<file path="config.mk">
export PLATFORM = sky130hd
export DESIGN_NAME = uart_tx_fifo
export DESIGN_NICKNAME = d
export VERILOG_FILES = /design/src/rtl/uart_tx_fifo.sv
export SDC_FILE = /design/constraint.sdc
export NUM_CORES = 1
export LEC_CHECK = 0
export CAP_MARGIN = 20
export CORE_UTILIZATION = 55
export CTS_CLUSTER_DIAMETER = 200
export DETAILED_ROUTE_END_ITERATION = 12
export PLACE_DENSITY_LB_ADDON = 0.3
export SETUP_SLACK_MARGIN = 0.5
export SLEW_MARGIN = 20
export SYNTH_ARGS = -nofsm -noshare
export SYNTH_HDL_FRONTEND = slang
export SYNTH_SLANG_ARGS = --single-unit
</file>
<file path="constraint.sdc">
create_clock -name i_clk -period 11.2 [get_ports i_clk]
set_input_delay 2.24 -clock i_clk [delete_from_list [all_inputs] [get_ports i_clk]]
set_output_delay 2.24 -clock i_clk [all_outputs]
set_load 0.05 [all_outputs]
</file>
<file path="src/rtl/uart_tx_fifo.sv">
`default_nettype none
// ============================================================================
// Module      : uart_tx_fifo
// Description : Parametrised UART transmitter with an input FIFO. Frames are
//               DATA_W bits LSB first with optional odd/even parity and one or
//               two stop bits. Frames queued in the FIFO go out back-to-back.
// Revision    : 1.0 - initial release
// ============================================================================
module uart_tx_fifo #(
    parameter int DATA_W  = 8,
    parameter int FIFO_AW = 4,
    parameter int DIV_WID = 16
) (
    input  logic               i_clk,
    input  logic               i_rst,
    input  logic [DIV_WID-1:0] i_div,
    input  logic [1:0]         i_parity,
    input  logic               i_stop2,
    input  logic               i_wr_en,
    input  logic [DATA_W-1:0]  i_wr_data,
    output logic               o_full,
    output logic [FIFO_AW:0]   o_level,
    output logic               o_overflow,
    output logic               o_txempty,
    output logic               o_uart_tx
);

    localparam int unsigned      c_DEPTH    = 2 ** FIFO_AW;
    localparam logic [FIFO_AW:0] c_LVL_FULL = {1'b1, {FIFO_AW{1'b0}}};
    localparam int               c_BCW      = $clog2(DATA_W);

    localparam logic [2:0] c_IDLE   = 3'd0;
    localparam logic [2:0] c_START  = 3'd1;
    localparam logic [2:0] c_DATA   = 3'd2;
    localparam logic [2:0] c_PARITY = 3'd3;
    localparam logic [2:0] c_STOP   = 3'd4;

    // FIFO storage and bookkeeping
    logic [DATA_W-1:0]  r_mem [c_DEPTH];
    logic [FIFO_AW-1:0] r_wptr;
    logic [FIFO_AW-1:0] r_rptr;
    logic [FIFO_AW:0]   r_level;
    logic               r_overflow;

    // Transmitter state
    logic [2:0]         r_state;
    logic               r_arm;
    logic               r_tx;
    logic [DIV_WID-1:0] r_div_cnt;
    logic [c_BCW-1:0]   r_bit_cnt;
    logic [DIV_WID-1:0] r_div;
    logic [1:0]         r_par;
    logic               r_stop2;
    logic [DATA_W-1:0]  r_word;
    logic [DATA_W-1:0]  r_shift;

    logic               w_wr_acc;
    logic               w_pop;
    logic               w_stop_last;
    logic [DATA_W-1:0]  w_head;
    logic               w_par_on;
    logic               w_par_bit;

    assign o_full     = (r_level == c_LVL_FULL);
    assign o_level    = r_level;
    assign o_overflow = r_overflow;
    assign o_txempty  = (r_level == '0) && (r_state == c_IDLE);
    assign o_uart_tx  = r_tx;

    assign w_wr_acc    = i_wr_en & ~o_full;
    assign w_head      = r_mem[r_rptr];
    // Last clock of the final stop bit: the point where the next word may be
    // pulled so its start bit follows without an idle gap.
    assign w_stop_last = (r_state == c_STOP) && (r_div_cnt == '0) && (r_bit_cnt == '0);
    assign w_pop       = (r_level != '0) && ((r_state == c_IDLE) || w_stop_last);
    // Parity codes 01 (odd) and 10 (even) enable the parity bit; 00/11 disable it.
    assign w_par_on    = r_par[0] ^ r_par[1];
    assign w_par_bit   = (r_par == 2'b01) ? ~^r_word : ^r_word;

    // FIFO storage write port (no reset needed on the data array)
    always_ff @(posedge i_clk) begin
        if (w_wr_acc) begin
            r_mem[r_wptr] <= i_wr_data;
        end
    end

    // FIFO pointers, occupancy and overflow pulse
    always_ff @(posedge i_clk) begin
        if (i_rst) begin
            r_wptr     <= '0;
            r_rptr     <= '0;
            r_level    <= '0;
            r_overflow <= 1'b0;
        end else begin
            if (w_wr_acc) begin
                r_wptr <= r_wptr + 1'b1;
            end
            if (w_pop) begin
                r_rptr <= r_rptr + 1'b1;
            end
            case ({w_wr_acc, w_pop})
                2'b10:   r_level <= r_level + 1'b1;
                2'b01:   r_level <= r_level - 1'b1;
                default: r_level <= r_level;
            endcase
            r_overflow <= i_wr_en & o_full;
        end
    end

    // Frame sequencer: drives the registered serial line bit by bit
    always_ff @(posedge i_clk) begin
        if (i_rst) begin
            r_state   <= c_IDLE;
            r_arm     <= 1'b0;
            r_tx      <= 1'b1;
            r_div_cnt <= '0;
            r_bit_cnt <= '0;
            r_div     <= '0;
            r_par     <= '0;
            r_stop2   <= 1'b0;
            r_word    <= '0;
            r_shift   <= '0;
        end else begin
            case (r_state)
                c_IDLE: begin
                    // Pull a word; the start bit goes out on the following edge.
                    if (w_pop) begin
                        r_word  <= w_head;
                        r_div   <= i_div;
                        r_par   <= i_parity;
                        r_stop2 <= i_stop2;
                        r_arm   <= 1'b1;
                        r_state <= c_START;
                    end
                end
                c_START: begin
                    if (r_arm) begin
                        r_arm     <= 1'b0;
                        r_tx      <= 1'b0;
                        r_div_cnt <= r_div;
                    end else if (r_div_cnt == '0) begin
                        r_tx      <= r_word[0];
                        r_shift   <= r_word >> 1;
                        r_bit_cnt <= '0;
                        r_div_cnt <= r_div;
                        r_state   <= c_DATA;
                    end else begin
                        r_div_cnt <= r_div_cnt - 1'b1;
                    end
                end
                c_DATA: begin
                    if (r_div_cnt == '0) begin
                        r_div_cnt <= r_div;
                        if (r_bit_cnt == c_BCW'(DATA_W - 1)) begin
                            if (w_par_on) begin
                                r_tx    <= w_par_bit;
                                r_state <= c_PARITY;
                            end else begin
                                r_tx      <= 1'b1;
                                r_bit_cnt <= c_BCW'(r_stop2);
                                r_state   <= c_STOP;
                            end
                        end else begin
                            r_tx      <= r_shift[0];
                            r_shift   <= r_shift >> 1;
                            r_bit_cnt <= r_bit_cnt + 1'b1;
                        end
                    end else begin
                        r_div_cnt <= r_div_cnt - 1'b1;
                    end
                end
                c_PARITY: begin
                    if (r_div_cnt == '0) begin
                        r_tx      <= 1'b1;
                        r_div_cnt <= r_div;
                        r_bit_cnt <= c_BCW'(r_stop2);
                        r_state   <= c_STOP;
                    end else begin
                        r_div_cnt <= r_div_cnt - 1'b1;
                    end
                end
                c_STOP: begin
                    // r_bit_cnt holds the number of stop bits still to follow.
                    if (r_div_cnt == '0) begin
                        if (r_bit_cnt != '0) begin
                            r_bit_cnt <= r_bit_cnt - 1'b1;
                            r_div_cnt <= r_div;
                        end else if (w_pop) begin
                            r_word    <= w_head;
                            r_div     <= i_div;
                            r_par     <= i_parity;
                            r_stop2   <= i_stop2;
                            r_tx      <= 1'b0;
                            r_div_cnt <= i_div;
                            r_state   <= c_START;
                        end else begin
                            r_state <= c_IDLE;
                        end
                    end else begin
                        r_div_cnt <= r_div_cnt - 1'b1;
                    end
                end
                default: begin
                    r_tx    <= 1'b1;
                    r_state <= c_IDLE;
                end
            endcase
        end
    end

endmodule
`default_nettype wire

</file>
### Yosys cells after proc, flatten, opt, wreduce, memory -nomap -nowiden

Memories as Yosys holds them, arrays and structs flattened. A register that Yosys moved wholly into a read port is not among the register bits.
Index checks and enable logic that the tools add are counted.

| storage, ports and cells | value |
|---|---|
| flip-flop bits (word level) | 73 |
| bits in writable memories | 128 |
| input port bits | 30 |
| output and inout bits | 9 |
| word-level logic and storage cells | 142 |
| memories kept | 1 |

Memories:

| memory | depth | width | read ports | clocked after Yosys merged registers in | write ports | line | source |
|---|---|---|---|---|---|---|---|
| r_mem | 16 | 8 | 1 | 1 | 1 | 39 | `logic [DATA_W-1:0] r_mem [c_DEPTH];` |

| cells by class | value |
|---|---|
| $add $sub $neg | 7 |
| equal/unequal tests | 23 |
| multiplexer cells | 65 |
| bitwise operators | 5 |
| reductions and logical operators | 27 |

Operators with widths:

| operator | count |
|---|---|
| $mux W16 | 8 |
| $mux W8 | 7 |
| $mux W3 | 17 |
| $pmux W16 S3 | 1 |
| $pmux W16 S2 | 1 |
| $pmux W8 S2 | 2 |
| $ne A2 B2 Y1 const B | 9 |
| $mux W1 | 17 |
| $logic_not A16 Y1 | 1 |
| $reduce_and A8 Y1 | 2 |
| $sub A16 B1 Y16 const B | 1 |
| $pmux W3 S5 | 1 |
| $pmux W3 S4 | 1 |
| $pmux W5 S2 | 1 |
| $add A4 B1 Y4 const B | 2 |
| $mux W4 | 2 |
| $reduce_bool A2 Y1 | 4 |
| $reduce_xnor A8 Y1 | 1 |
| $reduce_xor A8 Y1 | 1 |
| $reduce_and A7 Y1 | 1 |
| $eq A3 B2 Y1 const B | 2 |
| $eq A3 B3 Y1 const B | 2 |
| $logic_not A3 Y1 | 2 |
| $mux W2 | 3 |
| other kinds (27) | 38 |

### Longest topological paths before layout

Gate-level depths: netlist of the first run.

| depth | value |
|---|---|
| word-level depth | 9 |
| mapped depth | 18 |
| depth with buffers taken out | 16 |

### Worst setup path after synthesis of the first run

OpenSTA, ideal clock, no wires.

| path | value |
|---|---|
| kind | input-to-reg |
| from | input i_wr_en |
| to | register r_level[4], in the netlist o_level[4] |
| setup time | 0.065 ns |
| arrival | 4.628 ns |
| required time | 11.135 ns |
| path slack | 6.506 ns |
| stages | 11 |
| path buffers | 1 |
| path through | a21boi_1 > inv_1 > ha_1 > buf_1 > xor2_1 > ha_1 > or3_1 > a21oi_1 > a211o_1 > or4_1 > nand4_1 |

| on the way | value |
|---|---|
| cells in the longest elaborated chain, start to end | 3 |
| elaborated cells between the ends (all ways) | 5 |
| classes of those cells | eq/ne: 2; mux: 1; bitwise: 1; reduce/logical: 1 |

Ends and longest elaborated chain:

| what | line | source |
|---|---|---|
| start, declared | 19 | `input logic i_wr_en,` |
| $and A1 B1 Y1 * | 70 | `assign w_wr_acc = i_wr_en & ~o_full;` |
| $eq A2 B1 Y1 or $eq A2 B2 Y1 (tied branches) | 101 | `case ({w_wr_acc, w_pop})` |
| $pmux W5 S2 or $reduce_bool A2 Y1 (tied branches) | - |  |
| end signal, assigned | 102 | `2'b10: r_level <= r_level + 1'b1;` |
| end signal, assigned | 103 | `2'b01: r_level <= r_level - 1'b1;` |
| end signal, assigned | 104 | `default: r_level <= r_level;` |
| end, declared | 42 | `logic [FIFO_AW:0] r_level;` |

Every way passes the cells marked *; elsewhere a longest branch is shown, timed or not.
A chain may end at the register's enable or synchronous reset.

### Worst setup path in the final report of the first run

| path | value |
|---|---|
| from | register r_state[2] |
| to | register r_level[4], in the netlist o_level[4] |

| on the way | value |
|---|---|
| cells in the longest elaborated chain, start to end | 7 |
| elaborated cells between the ends (all ways) | 10 |
| classes of those cells | eq/ne: 3; mux: 1; reduce/logical: 6 |

Ends and longest elaborated chain:

| what | line | source |
|---|---|---|
| start, declared | 46 | `logic [2:0] r_state;` |
| start signal, assigned | 113 | `r_state <= c_IDLE;` |
| start signal, assigned | 133 | `r_state <= c_START;` |
| start signal, assigned | 146 | `r_state <= c_DATA;` |
| $eq A3 B3 Y1 | 74 | `assign w_stop_last = (r_state == c_STOP) && (r_div_cnt == '0) && (r_bit_cnt == '0);` |
| $logic_and A1 B1 Y1 (2 in series) | 74 |  |
| $logic_or A1 B1 Y1 * | 75 | `assign w_pop = (r_level != '0) && ((r_state == c_IDLE) \|\| w_stop_last);` |
| $logic_and A1 B1 Y1 * | 75 |  |
| $eq A2 B1 Y1 or $eq A2 B2 Y1 (tied branches) | 101 |  |
| $pmux W5 S2 or $reduce_bool A2 Y1 (tied branches) | - |  |

Marked as above.

==> results of run 1 <==
==> where the power goes <==
| group | internal [mW] | switching (mW) | total [mW] |
|---|---|---|---|
| clock network | 0.388 | 0.284 | 0.672 |
| logic | 0.498 | 0.781 | 1.28 |
| registers | 0.901 | 0.131 | 1.03 |
| total | 1.79 | 1.20 | 2.98 |
==> flip-flops by register name, summed over array words and instances (netlist names), named ones only <==
| name | flops |
|---|---|
| r_rptr | 4 |
| r_div_cnt | 16 |
| r_arm | 1 |
| o_level | 5 |
| r_mem | 128 |
| r_state | 3 |
| r_div | 16 |
| r_stop2 | 1 |
| r_word | 8 |
| r_bit_cnt | 3 |
| r_shift | 7 |
| r_wptr | 4 |
| r_par | 2 |
| o_uart_tx | 1 |
| o_overflow | 1 |
==> area by class of cell <==
| type | instances | area [um^2] | share of cell area [%] |
|---|---|---|---|
| Multi-Input combinational cell | 502 | 3620 | 34.7 |
| Tap cell | 220 | 275 | 2.64 |
| Sequential cell | 204 | 5370 | 51.4 |
| Inverter | 20 | 75.1 | 0.720 |
| Timing Repair Buffer | 45 | 423 | 4.05 |
| Clock inverter | 6 | 48.8 | 0.468 |
| Clock buffer | 31 | 624 | 5.98 |
==> layer usage <==
metal | wire length (um) | vias up | GRT usage (%)
li1 | - | 2934 | -
met1 | 8830 | 3138 | 33.0
met2 | 11100 | 272 | 44.6
met3 | 1300 | 66 | 4.01
met4 | 1010 | 0 | 12.8
met5 | 0 | - | 0
==> worst paths after layout <==
| path | from | to | slack [ns] | depth (start not counted) |
|---|---|---|---|---|
| max reg2reg | r_state[2] | o_level[4] | 6.05 | 14 |
| min reg2reg | r_shift[6] | r_shift[6] | 0.45 | 2 |
| max | r_state[2] | o_level[4] | 6.05 | 14 |
| min | r_shift[6] | r_shift[6] | 0.45 | 2 |
==> cell families (layout without fill, tap and decap cells) <==
logic type      Yosys count  in the layout  share of synthesized area [%]
compound gates          154            154                           10.9
xor+xnor                 22             22                           2.08
fa+ha+maj                13             13                           1.76
buf+inv                  63            102                           2.83
flops                   204            204                           58.0
mux                      55             55                           11.5
simple gates            258            258                           13.0
==> worst max-delay path: stages, from the launching register on <==
cell and delay (ns):
dfxtp_1 0.60, or3b_1 0.67, or4_4 0.64, o21ai_4 0.22
nand2_1 0.08, buf_4 0.25, inv_2 0.50, ha_1 0.55
xor2_1 0.19, ha_1 0.25, or3_1 0.13, a21oi_1 0.06
a211o_1 0.31, or4_1 0.53, nand4_1 0.10
==> cell usage after synthesis (6+ instances only) <==
master and instances:
inv_1 19, nand2b_1 7, clkbuf_1 25, o21ai_0 22
nor3_1 17, mux4_2 40, mux2i_1 8, ha_1 13
a31oi_1 7, o22ai_1 12, xnor2_1 13, xor2_1 9
nand2_1 111, or3_1 6, a211oi_1 12, nor2_1 66
buf_2 11, nand3_1 11, dfxtp_1 76, mux2_2 7
a21oi_1 53, edfxtp_1 128
==> stage by stage <==
| step | power (mW) | area (um^2) | worst slack (ns) | util, % | std cells |
|---|---|---|---|---|---|
| global placement | 2.28 | 9740 | 5.74 | 59.0 | 988 |
| floorplan | 1.97 | 9250 | 6.51 | - | 769 |
| CTS | 2.98 | 10400 | 6.11 | 63.1 | 1027 |
| finish | 2.98 | 10400 | 6.05 | 63.1 | 1028 |
| detailed placement | 2.30 | 9760 | 5.62 | 59.0 | 990 |
| global route | 3.16 | 10400 | 5.77 | 63.1 | 1028 |
==> out/metrics.cfg, run 1 <==
[synth]
synth_area_leaders = edfxtp_1 42%, dfxtp_1 16%, mux4_2 9.7%
yosysTopAreaCellShare_pct = 41.6
syn_area_per_cell_um2 = 12.0
synth.distinct_cells = 72
synth_nets = 812
ys_seq_area_share_pct = 58.0
yosysTopAreaCell = edfxtp_1
synthArstFlopShare_pct = 0
ys_ff_latch = 204
mappedNetlistArea_mm2 = 0.00925
synth-edff-count = 128
synth_cells = 769
synthFlopType = edfxtp_1
yosys_warnings = 0

[global_route]
grt_max_degree = 78
grt_pass1_vias = 6367
grt_usage_pct = 26.3
antenna_found_initial = 0
grt_remaining_overflow = 0
grt_pass1_wl_mm = 35.2

[finish]
nets = 838
layout_common_cells = 128 x edfxtp_1, 111 x nand2_1, 74 x dfxtp_1
drive_above_1_share_pct = 12.6
nFillCells = 1275
area_growth_pct = 12.8
layout_commonest_cell = edfxtp_1
num_antenna_cells = 0

[routing]
routed_wl_mm = 22.2
drtIter0Drc = 604
vias = 6410
postRouteAntennaNets = 0
drcViolationCount = 0
vias_per_cell = 6.24
dr.pass1.iters = 5
wire_per_inst_um = 21.6

[timing]
setup_violations = 0
fin_setup_tns_ns = 0
relSlewSlack_pct = 29.7
finClkSkew_ns = 0.0224
fin_hold_ws_ns = 0.454
worst_pin_slew_ns = 1.05
period_share_pct = 46.0
finalHoldViolCount = 0
fmax_ghz = 0.194
maxSlewViolCount = 0
fin_crit_ns = 5.15
rsz0062_at_grt = false

[clocking]
cts_resized = 0
cts_root_buf = clkbuf_16
worstSkewPairLatency_ns = 0.52
clkSinkCount = 204
cts.reportedPaths.clkPinSlew_ns = 0.05
htree_levels = 1
post_cts_buffers = 0
cts_buffers = 22
ctsLongestPathBuffers = 3
tritoncts = yes
ctsHoldBuffers = 0

[die]
initial_core_util_pct = 56.0
num_io_pins = 39
fp.dieH_um = 132
fp.coreArea_mm2 = 0.0165
floorplan.rows = 47
dieArea_mm2 = 0.0173
die_x_um = 132

[worst_setup_path]
cp_max_fo = 30
critPathLaunchType = flip-flop
end_kind = flip-flop
cp_data_arrival_time_ns = 5.59
cp_data_required_time_ns = 11.65
crit_type = flip-flop to flip-flop

[power]
p_per_area_mw_per_mm2 = 286
ir_drop_mv = 0.138
power_leakage_nw = 3.51

[placement]
hpwlAfterDp_mm = 14.4
globalplace.congestion = 0.940
io_buffers = 38

[worst_hold_path]
hold_path_class = flip-flop to flip-flop

[outcome]
outcome = finished clean

[flow_run]
maxCapViolations = 0

Power figures use the tool's default switching activity.
==> inputs of run 2 (changes only) <==
==> constraint.sdc (replaced) <==
create_clock -name i_clk -period 5.1 [get_ports i_clk]
set_input_delay 1.02 -clock i_clk [delete_from_list [all_inputs] [get_ports i_clk]]
set_output_delay 1.02 -clock i_clk [all_outputs]
set_load 0.05 [all_outputs]
==> out/metrics.cfg, run 2 (synthesis gave the netlist of run 1 again) <==
[global_route]
grt_max_degree = 47  ; -40%
grt_pass1_vias = 6197  ; -2.7%
grt_remaining_overflow = 0  ; unchanged
grt_usage_pct = 25.7  ; -0.64 points
antenna_found_initial = 0  ; unchanged
grt_pass1_wl_mm = 34.3  ; -2.6%

[worst_setup_path]
worst-path-buf-inv = 1  ; -1
critPathLaunchType = flip-flop
cp_slowest_stage_delay_ns = 0.66  ; about the same
critPathSlowestCell = or3b_1
cp_max_fo = 17  ; -43%
crit_top_cell = ha_1
cp_data_required_time_ns = 5.56  ; -6.09 ns
critPathTopFamily = simple AND/OR/NAND/NOR gates
path_cells = or3b_1 > or4_4 > o21ai_4 > nand2_1 > inv_2 > ha_1 > xor2_1 > ha_1 > or3_1 > a21oi_1 > a211o_1 > or4_1 > nand4_1
crit_type = flip-flop to flip-flop
cp_data_arrival_time_ns = 4.73  ; -0.86 ns
end_kind = flip-flop

[finish]
layout_commonest_cell = edfxtp_1
nFillCells = 1242  ; -2.6%
area_growth_pct = 14.0
utilization_pct = 63.8  ; +0.62 points
nets = 839  ; +0.12%
drive_above_1_share_pct = 13.8  ; +1.2 points
seq_area_mm2 = 0.00537  ; unchanged
layout_common_cells = 128 x edfxtp_1, 111 x nand2_1, 74 x dfxtp_1
multiInputGateArea_mm2 = 0.00363  ; +0.28%
largest_reg_flops = 128  ; unchanged
num_antenna_cells = 0  ; unchanged
top_register = r_mem
top_regs = r_mem: 128 flops, r_div: 16 flops, r_div_cnt: 16 flops
stdcell_count = 1031  ; +0.29%

[outcome]
outcome = finished clean

[flow_run]
maxCapViolations = 0  ; unchanged

[clocking]
ctsHoldBuffers = 0  ; unchanged
worstSkewPairLatency_ns = 0.53  ; about the same
cts.reportedPaths.clkPinSlew_ns = 0.06  ; about the same
tritoncts = yes
cts_buffers = 22  ; unchanged
cts_root_buf = clkbuf_16
cts_resized = 0  ; unchanged
ctsLongestPathBuffers = 3  ; unchanged
post_cts_buffers = 0  ; unchanged
clkSinkCount = 204  ; unchanged
htree_levels = 1  ; unchanged

[placement]
dp.cells = 992  ; +0.20%
io_buffers = 38  ; unchanged
globalplace.congestion = 0.904  ; -3.8%
hpwlAfterDp_mm = 14.4  ; +0.20%

[routing]
postRouteAntennaNets = 0  ; unchanged
drtIter0Drc = 542  ; -10%
routed_wl_mm = 21.7  ; -2.2%
wire_per_inst_um = 21.1  ; -2.5%
vias = 6395  ; -0.23%
drcViolationCount = 0  ; unchanged
dr.pass1.iters = 5  ; unchanged
vias_per_cell = 6.20  ; -0.52%

[timing]
setup_violations = 0  ; unchanged
worst_pin_slew_ns = 0.913  ; -0.133 ns
period_share_pct = 83.7  ; +38 points
finClkSkew_ns = 0.0140  ; -0.00839 ns
fin_setup_tns_ns = 0  ; unchanged
rsz0062_at_grt = false
relSlewSlack_pct = 38.9  ; +9.2 points
maxSlewViolCount = 0  ; unchanged
fmax_ghz = 0.234  ; +21%
fin_crit_ns = 4.27  ; -0.877 ns
finalHoldViolCount = 0  ; unchanged

[die]
die_x_um = 132  ; unchanged
num_io_pins = 39  ; unchanged
dieArea_mm2 = 0.0173  ; unchanged
fp.dieH_um = 132  ; unchanged
fp.coreArea_mm2 = 0.0165  ; unchanged
floorplan.rows = 47  ; unchanged
initial_core_util_pct = 56.0  ; unchanged

[power]
p_per_area_mw_per_mm2 = 637  ; +120%
ir_drop_mv = 0.442  ; +220%
power_leakage_nw = 3.57  ; +1.6%

[worst_hold_path]
hold_path_class = flip-flop to flip-flop

run 2: through the flow:
step / setup slack [ns] / power [mW] / hold WS [ns] / area (um^2)
floorplan: 1.23 / 4.33 / 0.428 / 9250
global placement: 1.03 / 5.01 / 0.445 / 9770
detailed placement: 0.900 / 5.07 / 0.453 / 9780
CTS: 0.879 / 6.72 / 0.462 / 10500
global route: 0.576 / 7.07 / 0.483 / 10500
finish: 0.830 / 6.72 / 0.459 / 10500
run 2: area by class of cell:
type	instances	area share, %
well taps	220	2.61
inverters	20	0.713
clock buffers	26	5.56
clock inverters	13	1.59
repair buffers	46	4.13
flip-flops and latches	204	50.9
multi-input cells	502	34.4
run 2: final timing paths:
check | from | endpoint | slack (ns) | cells past startpoint
worst min register to register | r_div[15] | r_div[15] | 0.46 | 2
worst max register to register | r_state[2] | o_level[4] | 0.83 | 13
worst max-delay path | r_state[2] | o_level[4] | 0.83 | 13
worst min-delay path | r_div[15] | r_div[15] | 0.46 | 2
run 2: where the power goes:
part | total [mW] | internal [mW] | switching (mW)
registers | 2.26 | 1.98 | 0.277
clock network | 1.64 | 0.979 | 0.665
logic | 2.82 | 1.11 | 1.71
run 2: worst min-delay path, delay by kind of cell (launching register included):
family | cells | cell delay (ns)
DFF | 1 | 0.31
and+or+nand+nor | 1 | 0.05
AOI/OAI and AO/OA | 1 | 0.05
run 2: metal layers:
layer | routed length, um | global-route usage [%]
met1 | 8630 | 31.7
met2 | 11000 | 44.9
met3 | 1230 | 4.13
met4 | 862 | 10.3
met5 | 0 | 0
